===== src/rtl/ls_stream_sel_cfg_loader.sv =====
`default_nettype none
// ============================================================================
// Module   : ls_stream_sel_cfg_loader
// Purpose  : Double-buffered loader for the packed load/store stream-select
//            vectors. Software fills shadow words through a valid/ready write
//            port. A commit copies every shadow word into the active
//            registers in one cycle, once the load/store streams are idle.
//            This keeps a crossbar select from changing while a stream is in
//            flight.
// Ports    : clk_i, rst_i             - clock, synchronous active-high reset
//            wr_valid_i/wr_ready_o    - shadow write handshake
//            wr_addr_i, wr_data_i     - word address and 32-bit data
//            commit_i                 - request to apply shadow to active
//            streams_idle_i           - no load/store stream in flight
//            reg_cfg_l_stream_sel_o   - active load-select vector
//            reg_cfg_s_stream_sel_o   - active store-select vector
//            cfg_pending_o            - commit requested, not yet applied
//            cfg_applied_o            - pulse: new active values visible
//            wr_err_o                 - pulse: accepted write was unmapped
//            cfg_gen_o                - applied-commit count (wrapping)
// Revision : 1.0 - initial release
// ============================================================================
module ls_stream_sel_cfg_loader #(
  parameter int N_L_REGS = 2,
  parameter int N_S_REGS = 2,
  parameter int ADDR_W   = 4,
  parameter int GEN_W    = 8
) (
  input  logic                  clk_i,
  input  logic                  rst_i,
  input  logic                  wr_valid_i,
  output logic                  wr_ready_o,
  input  logic [ADDR_W-1:0]     wr_addr_i,
  input  logic [31:0]           wr_data_i,
  input  logic                  commit_i,
  input  logic                  streams_idle_i,
  output logic [N_L_REGS*32-1:0] reg_cfg_l_stream_sel_o,
  output logic [N_S_REGS*32-1:0] reg_cfg_s_stream_sel_o,
  output logic                  cfg_pending_o,
  output logic                  cfg_applied_o,
  output logic                  wr_err_o,
  output logic [GEN_W-1:0]      cfg_gen_o
);

  localparam logic [ADDR_W:0] N_MAPPED = (ADDR_W+1)'(N_L_REGS + N_S_REGS);

  typedef enum logic [1:0] {
    S_IDLE  = 2'd0,
    S_PEND  = 2'd1,
    S_APPLY = 2'd2
  } state_t;

  state_t state;
  state_t state_nxt;

  logic [N_L_REGS*32-1:0] shadow_l;
  logic [N_S_REGS*32-1:0] shadow_s;
  logic [N_L_REGS*32-1:0] active_l;
  logic [N_S_REGS*32-1:0] active_s;
  logic [GEN_W-1:0]       gen;
  logic                   applied;
  logic                   err;

  logic wr_fire;
  logic addr_unmapped;

  // Shadow is only writable in IDLE, which freezes it for the whole commit.
  assign wr_fire       = wr_valid_i && (state == S_IDLE);
  assign addr_unmapped = ({1'b0, wr_addr_i} >= N_MAPPED);

  // --------------------------------------------------------------------------
  // State register
  // --------------------------------------------------------------------------
  always_ff @(posedge clk_i) begin
    if (rst_i) begin
      state <= S_IDLE;
    end else begin
      state <= state_nxt;
    end
  end

  // --------------------------------------------------------------------------
  // Next-state logic
  // --------------------------------------------------------------------------
  always_comb begin
    state_nxt = state;
    case (state)
      S_IDLE:  if (commit_i) state_nxt = S_PEND;
      S_PEND:  if (streams_idle_i) state_nxt = S_APPLY;
      S_APPLY: state_nxt = S_IDLE;
      default: state_nxt = S_IDLE;
    endcase
  end

  // --------------------------------------------------------------------------
  // Shadow / active registers, generation counter, status pulses
  // --------------------------------------------------------------------------
  always_ff @(posedge clk_i) begin
    if (rst_i) begin
      shadow_l <= '0;
      shadow_s <= '0;
      active_l <= '0;
      active_s <= '0;
      gen      <= '0;
      applied  <= 1'b0;
      err      <= 1'b0;
    end else begin
      // A write in the same cycle as commit_i still lands here, so the
      // commit that follows includes it.
      for (int w = 0; w < N_L_REGS; w++) begin
        if (wr_fire && (wr_addr_i == ADDR_W'(w))) begin
          shadow_l[32*w +: 32] <= wr_data_i;
        end
      end
      for (int w = 0; w < N_S_REGS; w++) begin
        if (wr_fire && (wr_addr_i == ADDR_W'(N_L_REGS + w))) begin
          shadow_s[32*w +: 32] <= wr_data_i;
        end
      end

      err     <= wr_fire && addr_unmapped;
      applied <= (state == S_APPLY);

      if (state == S_APPLY) begin
        active_l <= shadow_l;
        active_s <= shadow_s;
        gen      <= gen + GEN_W'(1);
      end
    end
  end

  // All outputs come straight from registers: no input-to-output path.
  assign wr_ready_o             = (state == S_IDLE);
  assign cfg_pending_o          = (state == S_PEND) || (state == S_APPLY);
  assign cfg_applied_o          = applied;
  assign wr_err_o               = err;
  assign cfg_gen_o              = gen;
  assign reg_cfg_l_stream_sel_o = active_l;
  assign reg_cfg_s_stream_sel_o = active_s;

endmodule
`default_nettype wire


===== config.mk =====
export PLATFORM = sky130hd
export DESIGN_NAME = ls_stream_sel_cfg_loader
export DESIGN_NICKNAME = d
export VERILOG_FILES = /design/src/rtl/ls_stream_sel_cfg_loader.sv
export SDC_FILE = /design/constraint.sdc
export NUM_CORES = 1
export LEC_CHECK = 0
export BUFFER_PORTS_ARGS = -buffer_cell sky130_fd_sc_hd__buf_4
export CORE_ASPECT_RATIO = 0.7
export CORE_MARGIN = 2
export CORE_UTILIZATION = 31
export CTS_CLUSTER_SIZE = 14
export DETAILED_ROUTE_END_ITERATION = 10
export HOLD_SLACK_MARGIN = 0.06
export SLEW_MARGIN = 20
export SYNTH_ARGS = -nofsm -noshare
export SYNTH_HDL_FRONTEND = slang
export SYNTH_SLANG_ARGS = --single-unit

===== constraint.sdc =====
create_clock -name clk_i -period 4.1 [get_ports clk_i]
set_clock_uncertainty 0.05 [all_clocks]
set_input_delay 1.025 -clock clk_i [delete_from_list [all_inputs] [get_ports clk_i]]
set_output_delay 1.025 -clock clk_i [all_outputs]
set_load 0.02 [all_outputs]

==> reports/results.tsv <==
stage	metric	value	unit
sta	Final Max Slew Viols	0	
final_layout	commonest non-fill, non-tap cell in the layout	dfxtp_1	
routing	DR vias/cell	4.395	
yosys	Post-synth EDFFs	0	
yosys	FF+latch count, synth	268	
clocking	clock latency on the worst-skew pair	0.54	ns
floorplanning	row cnt	55	
setup_path	nature of the critical path startpoint	flip-flop	
run_status	outcome	completed	
setup_path	Setup Crit Path Kind	reg2out	
global_routing	global-route wire length before repair	36.93	mm
yosys	ys flop type	dfxtp_1	
sta	Tcrit/Tclk final	63.12	%
routing	via count	6738	
floorplanning	Starting Density	31.41	%
global_routing	largest net degree at the start of global routing	85	
yosys	library cells used by synthesis	32	
clocking	CTS sink cnt	268	
sta	RSZ-0062 raised after global routing	no	
floorplanning	core area	32210	um^2
power_and_ir_drop	worst vdd ir	0.2201	mV
setup_path	CP bufs+invs	2	
sta	fin worst setup slack	1.512	ns
clocking	Root Buffer	clkbuf_16	
flow_run	total of max-cap violations	0	
sta	setup_tns	0	ns
clocking	Hold Buf Count CTS	0	
setup_path	Crit-path slowest cell	dfxtp_1	
routing	DRC viols	0	
routing	DRT iter0 DRCs	292	
sta	minimum clock period	2.588	ns
routing	ANT nets after route	0	
sta	Hold Vio Cnt, Final	0	
yosys	Synth Instances	927	
final_layout	most frequent cells in the layout	dfxtp_1 (268), mux2i_1 (257), buf_4 (184)	
placement	DP HPWL	15.13	mm
floorplanning	Die Height	155.1	um
setup_path	Arr. time, crit path	1.51	ns
yosys	top post-synthesis cells by area	dfxtp_1 (53%), mux2i_1 (25%), nand2b_1 (10%)	
setup_path	CP peak stage delay	0.38	ns
global_routing	Total GRT Usage	13.54	%
clocking	CTS max path bufs	3	
sta	Slew HR	31.40	%
setup_path	WP data required	3.02	ns
global_routing	initial antenna violation count	0	
clocking	CTS buffer count	28	
yosys	Post-synth ARST share	0	%
clocking	Post-CTS Setup Inserts	0	
routing	Routed WL	23.41	mm
routing	Wirelength per Cell	15.27	um
floorplanning	number of I/O pins	181	
clocking	Post-CTS Resized	0	
yosys	syn_nets	973	
placement	port bufs	180	
floorplanning	die area	34120	um^2
yosys	mean area per synthesized cell	10.91	um^2
power_and_ir_drop	Pleak	5.452	nW
final_layout	ANT cells	0	
sta	Final Setup Violations	0	
clocking	H-tree depth	1	
routing	1st-pass router iterations	4	
min_path	Worst Hold Class	reg2reg	
global_routing	GR Overflow Total	0	
sta	f_max	386.4	MHz
yosys	register area share after synthesis	53.03	%
final_layout	final cell count without fillers	1533	
setup_path	critical path peak fanout	4	
yosys	Yosys top cell by area	dfxtp_1	
setup_path	critical path's top delay family	flip-flops	
placement	placed cell count	1482	
setup_path	Critical Path Sink Type	output pin	
placement	GPL Wtd Cong	0.7143	
setup_path	CP cell instances	inv_1, ha_1, buf_4	
final_layout	area added between synthesis and finish	26.53	%
yosys	Ys Warns	0	
power_and_ir_drop	power density cells	438.3	nW/um^2
final_layout	# fillers	3150	
yosys	share of Yosys cell area claimed by the top area cell type	53.03	%
final_layout	share of layout cells above drive strength 1	21.88	%
yosys	Post-Syn Area	10120	um^2
clocking	clock-pin slew on the worst setup and hold paths	0.06	ns
clocking	CTS tree	done	
sta	worst-margin pin slew	1.024	ns
final_layout	fin nets	1131	
global_routing	vias in the first global route	6667	
floorplanning	die width	219.9	um
placement	pre-CTS WS	1.179	ns
## logic make-up after synthesis
family	Yosys count	share of synthesized area (%)
simple gates	317	16.42
flops	268	53.03
mux	257	25.43
buf+inv	65	3.537
compound gates	11	0.6184
fa+ha+maj	5	0.6184
xor+xnor	4	0.3463
## final cells by class
cell class	count	area [um^2]	share of cell area, %
clock buffers	43	858.3	6.705
clock inverters	8	125.1	0.9774
inverters	3	11.26	0.08797
multi-input cells	594	4414	34.48
flip-flops and latches	268	5365	41.91
well taps	427	534.3	4.174
repair buffers	190	1493	11.66
## per-layer routing
layer  track usage, %  routed length (um)  part of all wire [%]  vias to the layer above
met2            20.98               10280                    44                      128
li1                 -                   -                     -                     3391
met1            18.70               11310                    48                     3183
met3            3.773                1381                   5.9                       36
met5                0                   0                     0                        -
met4            3.100                 442                   1.9                        0
## per-stage QoR
| stage | power [mW] | hold slack, ns | cell area [um^2] | util [%] |
|---|---|---|---|---|
| after floorplan | 2.900 | 0.3983 | 10120 | - |
| after global placement | 2.999 | 0.4088 | 11820 | 36.69 |
| after detailed placement | 3.002 | 0.4138 | 11820 | 36.69 |
| after CTS | 5.713 | 0.4264 | 12800 | 39.75 |
| after global routing | 5.831 | 0.4406 | 12800 | 39.75 |
| final | 5.610 | 0.4223 | 12800 | 39.75 |
## registers in the layout (all words and copies together), names as in the netlist
name,cells
reg_cfg_l_stream_sel_o,64
reg_cfg_s_stream_sel_o,64
shadow_l,64
shadow_s,64
cfg_gen_o,8
state,2
cfg_applied_o,1
wr_err_o,1
## power by group
part	switching (mW)	leakage [nW]	internal [mW]
logic	0.164	2.82	0.136
registers	0.0127	2.16	2.62
clock network	1.05	0.469	1.63
total	1.22	5.45	4.39
## Yosys cell counts, types with 4 or more instances
master / n
dfxtp_1: 268
mux2i_1: 257
nand2b_1: 161
nor2_1: 134
clkbuf_1: 29
buf_2: 19
a21oi_1: 5
buf_4: 5
ha_1: 5
or3_1: 4
## path summary, 6_finish.rpt
check | startpoint | to | slack [ns] | depth (start not counted)
worst max-delay path | state[0] | cfg_pending_o | 1.51 | 3
worst min-delay path | shadow_s[30] | shadow_s[30] | 0.42 | 2
worst max register to register | state[0] | shadow_s[19] | 1.68 | 5
worst min register to register | shadow_s[30] | shadow_s[30] | 0.42 | 2
## tightest hold or removal path: cells and delay by family, from the launching register on
| family | cells | cell delay [ns] |
|---|---|---|
| and+or+nand+nor | 1 | 0.06 |
| muxes | 1 | 0.05 |
| DFF | 1 | 0.31 |
Note: power is estimated with default switching activity, not from simulation.
